File: config.mk
export PLATFORM = sky130hd
export DESIGN_NAME = run_ctrl
export DESIGN_NICKNAME = d
export VERILOG_FILES = /design/src/rtl/run_ctrl_pkg.sv /design/src/rtl/sat_counter.sv /design/src/rtl/run_ctrl.sv
export SDC_FILE = /design/constraint.sdc
export NUM_CORES = 1
export LEC_CHECK = 0
export CAP_MARGIN = 25
export CORE_ASPECT_RATIO = 0.8
export CORE_MARGIN = 2
export CORE_UTILIZATION = 40
export CTS_CLUSTER_DIAMETER = 50
export DETAILED_ROUTE_END_ITERATION = 10
export PLACE_DENSITY = 0.76
export SETUP_SLACK_MARGIN = 0.2
export SLEW_MARGIN = 10
export SYNTH_ARGS = -nofsm -noshare
export SYNTH_HDL_FRONTEND = slang
export SYNTH_HIERARCHICAL = 1
export SYNTH_SLANG_ARGS = --single-unit
File: constraint.sdc
create_clock -name clk -period 1.71 [get_ports clk]
set_input_delay 0.342 -clock clk [delete_from_list [all_inputs] [get_ports clk]]
set_output_delay 0.342 -clock clk [all_outputs]
set_load 0.05 [all_outputs]
File: src/rtl/run_ctrl_pkg.sv
// Shared types and default parameters for the run controller.
package run_ctrl_pkg;

  typedef enum logic [1:0] {
    ST_IDLE   = 2'd0,
    ST_CLEAR  = 2'd1,
    ST_RUN    = 2'd2,
    ST_FINISH = 2'd3
  } state_t;

  localparam int DEF_D       = 12;
  localparam int DEF_RST_CYC = 2;
  localparam int DEF_CW      = 16;
  localparam int DEF_MAX_CYC = 4095;

endpackage

File: src/rtl/sat_counter.sv
// W-bit up-counter that sticks at all-ones; synchronous reset and clear.
module sat_counter #(
  parameter int W = 16
) (
  input  logic         clk,
  input  logic         reset,
  input  logic         clear,
  input  logic         en,
  output logic [W-1:0] count
);

  // NOTE: sequential state uses non-blocking assignments only, so every
  // register samples pre-edge values regardless of block ordering.
  always_ff @(posedge clk) begin
    if (reset || clear) begin
      count <= '0;
    end else if (en && (count != '1)) begin
      count <= count + 1'b1;
    end
  end

endmodule

File: src/rtl/run_ctrl.sv
// Sequences the core through reset, run and freeze on a four-phase
// req/done handshake; counts run cycles and captures the final PC.
module run_ctrl
  import run_ctrl_pkg::*;
#(
  parameter int D       = DEF_D,
  parameter int RST_CYC = DEF_RST_CYC,
  parameter int CW      = DEF_CW,
  parameter int MAX_CYC = DEF_MAX_CYC
) (
  input  logic          clk,
  input  logic          reset,
  input  logic          req,
  input  logic          core_done,
  input  logic [D-1:0]  pc,
  output logic          core_reset,
  output logic          busy,
  output logic          done,
  output logic          timed_out,
  output logic [CW-1:0] cycles,
  output logic [D-1:0]  end_pc
);

  localparam int              CLR_W    = $clog2(RST_CYC + 1);
  localparam logic [CLR_W-1:0] CLR_LOAD = CLR_W'(RST_CYC - 1);
  localparam logic [CW-1:0]    LAST_CYC = CW'(MAX_CYC - 1);

  state_t           state;
  logic [CLR_W-1:0] clr_cnt;
  logic             cnt_clear;
  logic             cnt_en;
  logic             run_end;

  // Every cycle spent in RUN is counted, including the one that exits.
  assign cnt_clear = (state == ST_IDLE) && req;
  assign cnt_en    = (state == ST_RUN);
  assign run_end   = core_done || (cycles == LAST_CYC);

  sat_counter #(.W(CW)) u_cycles (
    .clk   (clk),
    .reset (reset),
    .clear (cnt_clear),
    .en    (cnt_en),
    .count (cycles)
  );

  always_ff @(posedge clk) begin
    if (reset) begin
      state      <= ST_IDLE;
      clr_cnt    <= '0;
      core_reset <= 1'b1;
      busy       <= 1'b0;
      done       <= 1'b0;
      timed_out  <= 1'b0;
      end_pc     <= '0;
    end else begin
      case (state)
        ST_IDLE: begin
          if (req) begin
            state     <= ST_CLEAR;
            clr_cnt   <= CLR_LOAD;
            busy      <= 1'b1;
            timed_out <= 1'b0;
          end
        end
        ST_CLEAR: begin
          if (!req) begin
            state <= ST_IDLE;
            busy  <= 1'b0;
          end else if (clr_cnt == '0) begin
            state      <= ST_RUN;
            core_reset <= 1'b0;
          end else begin
            clr_cnt <= clr_cnt - 1'b1;
          end
        end
        ST_RUN: begin
          if (!req) begin
            state      <= ST_IDLE;
            core_reset <= 1'b1;
            busy       <= 1'b0;
          end else if (run_end) begin
            // core_done outranks a coincident timeout.
            state      <= ST_FINISH;
            core_reset <= 1'b1;
            busy       <= 1'b0;
            done       <= 1'b1;
            timed_out  <= !core_done;
            end_pc     <= pc;
          end
        end
        ST_FINISH: begin
          if (!req) begin
            state <= ST_IDLE;
            done  <= 1'b0;
          end
        end
        default: state <= ST_IDLE;
      endcase
    end
  end

endmodule

# After elaboration in Yosys (flattened, before gate mapping)
# Index checks and enable logic that the tools add are counted.
classes:
  addsub: 2
  eq_ne: 15
  muxes: 26
  reduce_logical: 19
ops:
  columns: ["cell", "count"]
  rows:
  - ["AND reduction 4 bit", 6]
  - ["adder 16 x 1 -> 16 bit, second input constant", 1]
  - ["== test 16 x 12 -> 1 bit, second input constant", 1]
  - ["2-to-1 mux 2 bit", 8]
  - ["inequality test 16 bit, second input constant", 1]
  - ["inequality test 2 bit, second input constant", 8]
  - ["2-to-1 mux 1 bit", 12]
  - ["one-hot mux 2 bit (4 select lines)", 1]
  - ["nonzero test 2 bit", 4]
  - ["inequality test 3 bit, second input constant", 2]
  - ["one-hot mux 1 bit (2 select lines)", 3]
  - ["== test 2 bit, second input constant", 2]
  - ["logical NOT 2 bit", 2]
  - ["one-hot mux 2 bit (2 select lines)", 1]
  - ["one-hot mux 1 bit (3 select lines)", 1]
  - ["AND reduction 3 bit", 1]
  - ["nonzero test 3 bit", 1]
  - ["== test 2 x 1 -> 1 bit, second input constant", 1]
  - ["logical AND 1 bit", 2]
  - ["logical OR 1 bit", 2]
  - ["subtractor 2 x 1 -> 2 bit, second input constant", 1]
  - ["logical NOT 1 bit", 1]
totals:
  ff_bits: 36
  input_bits: 16
  out_inout_bits: 32
  word_cells: 70

# Logic depth before layout (Yosys ltp)
# Gate-level depths: netlist of the first run.
depth:
  depth_word: 5
  mapped_depth: 7
  ltp_nobuf: 7

# Cells and area by module
# The synthesis of the first run kept the hierarchy.
modules_own_cells:
  columns: ["mod", "n_inst", "cells_per_inst", "area_per_inst_um2", "seq_area_each_um2"]
  rows:
  - ["run_ctrl", 1, 128, 1064.8, 400.4]
  - ["sat_counter", 1, 95, 847.1, 320.3]

# Worst setup path after synthesis of the first run
# Ideal clock, no wire load.
synth_timing:
  path_kind: "register -> register"
  startpoint: "reg u_cycles.count[11]"
  endpoint: "reg end_pc[1]"
  setup_time_ps: 132
  arrival_ps: 2063
  required_time_ps: 1578
  setup_slack_ps: -485
  stages_incl_launch_ff: 6
  n_path_buf: 1
  synth_period_minus_slack_ps: 2195
  path_cell_list: "dfxtp_1 -> or4b_4 -> o41a_1 -> clkbuf_1 -> o21ai_0 -> a21oi_1"
synth_between:
  elab_chain_cells: 3
synth_rtl:
  columns: ["item", "line_no", "rtl"]
  rows:
  - ["from (decl)", "sat_counter.sv:9", "output logic [W-1:0] count"]
  - ["from (signal assigned)", "sat_counter.sv:18", "count <= count + 1'b1;"]
  - ["== test 16 x 12 -> 1 bit", "run_ctrl.sv:37", "assign run_end = core_done || (cycles == LAST_CYC);"]
  - ["logical OR 1 bit", "run_ctrl.sv:37", null]
  - ["AND reduction 3 bit (no source line)", null, null]
  - ["to (signal assigned)", "run_ctrl.sv:89", "end_pc <= pc;"]
  - ["to (decl)", "run_ctrl.sv:21", "output logic [D-1:0] end_pc"]
# No other way between the ends.
# A chain may end at the register's enable or synchronous reset.

# Worst setup path after layout of the first run
layout_timing:
  startpoint: "reg u_cycles.count[12]"
  endpoint: "reg end_pc[7]"
# The elaborated chain is that of the path after synthesis.

==> flow_metrics.py, run 1 <==
metrics = {
    "global_route": {
        "grt_pass1_wl_um": 8960,
        "grt_pass1_vias": 1917,
        "overflow": 0,
        "grt_start_max_net_pins": 22,
        "antenna_found_initial": 0,
        "grt_use_total": 0.216,
    },
    "run_status": {
        "status": "finished, violations left",
        "violations": "negative setup slack",
    },
    "worst_setup_path": {
        "reg2reg_depth": 5,
        "crit_chain": "or4b_4, o41a_1, buf_6, o21ai_2, a21oi_2",
        "cp.depth": 5,
        "cp.arrival_ps": 1930,
        "critPathTopFamily": "simple AND/OR/NAND/NOR gates",
        "slowest_delay_ps": 570,
        "slowest_stage": "or4b_4",
        "criticalPathCategory": "flip-flop to flip-flop",
        "cp.required_ps": 1880,
        "start_kind": "flip-flop",
        "cp-end-kind": "flip-flop",
        "cp_num_buf_inv": 1,
        "cp_max_fo": 12,
    },
    "pwr": {
        "ir_drop_mv": 0.351,
        "cellPowerDensity_nw_per_um2": 555,
        "p_comb_frac": 0.144,
        "p_int_uw": 1320,
        "switchingPower_uw": 438,
        "power.share.clock": 0.381,
        "p_leak_uw": 0.00125,
        "p_seq_frac": 0.475,
        "p_sw_frac": 0.250,
    },
    "yosys": {
        "synthArstFlopShare": 0,
        "synth_seq_area_share": 0.377,
        "yosysTopAreaCellShare": 0.377,
        "ys_top_cells_by_count": "36 x dfxtp_1, 24 x a21oi_1, 23 x o21ai_0, 17 x nand3_1, 14 x nand2_1",
        "synth_ff_type": "dfxtp_1",
        "ys_ff_latch": 36,
        "synthesis.nets": 246,
        "synthCells": 223,
        "syn_area_per_cell_um2": 8.57,
        "yosysMostFrequentCell": "dfxtp_1",
        "synth.area.top_cells": "dfxtp_1 38%, a21oi_1 6.3%, o21ai_0 6.0%",
        "synth_area_leader_cell": "dfxtp_1",
        "synth_cell_type_count": 48,
        "synth_edf_count": 0,
        "syn_area_um2": 1910,
        "ys_warn_count": 6,
    },
    "timing": {
        "post-route-period-util": 1.03,
        "finalHoldWorstSlack_ps": 465,
        "setup_slack_ps": -54.4,
        "fin_skew_ps": 7.41,
        "fin_setup_tns_ps": -525,
        "tightest_slew_ps": 327,
        "grt_setup_unrepaired": "yes",
        "finalCriticalPeriod_ps": 1760,
        "finalSetupViolCount": 15,
        "hold_violations": 0,
        "maxSlewHeadroom": 0.780,
        "timing.fmax_mhz": 567,
        "drv_slew": 0,
    },
    "clocking": {
        "cts-htree-levels": 2,
        "clkLatencyLatePin_ps": 290,
        "numCtsBuffers": 5,
        "root_buffer": "clkbuf_8",
        "cts_buffer_depth": 2,
        "clk_pin_slew_ps": 70,
        "cts.sinks": 36,
        "cts_tree": "built",
    },
    "finish": {
        "drive_gt1_frac": 0.465,
        "final_util": 0.687,
        "diodes": 0,
        "layout.nets": 338,
        "design_area_um2": 3160,
        "area_growth_pct": 65.1,
    },
    "floorplan": {
        "core.rowCount": 22,
        "die_x_um": 81.3,
        "start_util": 0.416,
        "pin_count": 48,
        "coreArea_um2": 4600,
        "die-area_um2": 5350,
        "die_y_um": 65.8,
    },
    "route": {
        "routed_via_density": 5.68,
        "wl_per_cell_um": 15.7,
        "num_vias": 2137,
        "drcViolationCount": 0,
        "drtIter0Drc": 106,
        "drt-pass1-iter-count": 5,
        "postRouteAntennaNets": 0,
        "routed_wl_um": 5920,
    },
    "placed_design": {
        "hpwl_um": 3800,
        "gp_congestion": 0.877,
        "place_area_um2": 2710,
        "pre_cts_slack_ps": -102,
        "io_buffers": 47,
    },
    "min_path": {
        "hp-class": "flip-flop to flip-flop",
        "holdPathStages": 2,
    },
    "job": {
        "max_cap_viol_count": 0,
    },
}
-- stage by stage --
stage | total power, µW | std cells
floorplan | 990 | 223
global placement | 1080 | 348
detailed placement | 1080 | 348
CTS | 1750 | 365
global route | 1820 | 376
finish | 1750 | 376
-- power by group through the flow --
stage	sequential, µW	combinational (µW)	clock (µW)
after floorplan	873	117	0
after global placement	852	226	0
after detailed placement	852	228	0
after CTS	832	233	682
after global routing	833	272	720
final	833	253	667
-- worst min-delay path: stages (launching register included) --
cell and delay (ps):
dfxtp_1 320, o21ai_2 60, a21oi_2 40
-- cells in the final DEF (no fill, tap or decap), types with 3 or more instances in the layout --
master and instances:
nand4_1 6, buf_6 12, nand4b_1 3, o31ai_1 3, o21ai_2 8, dfxtp_4 16
a21oi_2 9, dfxtp_1 18, a41o_1 4, or3_1 6, o21ai_1 8, buf_4 65
nand3_1 15, ha_1 4, nor2_1 13, clkbuf_8 7, nand2_1 13, ha_4 3
clkdlybuf4s50_1 15, a211oi_1 3, a21oi_1 15, and2_1 4, inv_1 5, o21ai_0 7
-- repair_timing --
item | CTS | global route
hold buffers | 0 | 0
setup buffers | 9 | 10
pin swaps | 21 | 19
gates resized for setup | 20 | 29
cloned | 0 | 1
setup endpoints to repair | 32 | 34
-- cells by family (layout without fill, tap and decap cells) --
family          count (synthesis)  after routing  synth area share
buf+inv                        18            111            0.0406
xor+xnor                        3              3            0.0137
fa+ha+maj                       7              7            0.0458
simple gates                   84             84             0.263
compound gates                 73             73             0.249
flops                          36             36             0.377
mux                             2              2            0.0105
-- final timing paths --
check,from,endpoint,slack [ps]
setup / recovery,u_cycles/count[12],end_pc[7],-50
hold reg to reg,end_pc[11],end_pc[11],470
hold / removal,end_pc[11],end_pc[11],470
setup reg to reg,u_cycles/count[12],end_pc[7],-50
-- sequential cells by signal (all words and copies together), names as in the netlist --
register        flops
u_cycles/count     16
end_pc             12
clr_cnt             2
state               2
busy                1
core_reset          1
done                1
timed_out           1
-- layer usage --
metal	global-route usage	part of all wire
met1	0.292	0.47
met2	0.338	0.48
met3	0.0423	0.036
met4	0.0847	0.0066
met5	0	0
-- final cells by class --
class / instances / area, µm²
multi-input cells: 169 / 1320
flip-flops and latches: 36 / 783
well taps: 60 / 75.1
inverters: 7 / 28.8
fillers: 369 / 1440
clock buffers: 8 / 100
repair buffers: 96 / 853
(Power assumes the default switching activity.)
==> run 2: changes to the inputs <==
--- a/config.mk
+++ b/config.mk
@@ -10,6 +10,7 @@
 export CORE_MARGIN = 2
 export CORE_UTILIZATION = 40
 export CTS_CLUSTER_DIAMETER = 50
+export CTS_CLUSTER_SIZE = 8
 export DETAILED_ROUTE_END_ITERATION = 10
 export PLACE_DENSITY = 0.76
 export SETUP_SLACK_MARGIN = 0.2
==> results of run 2 <==
Same layout as run 1: the final DEF is identical, and so are final timing and power.
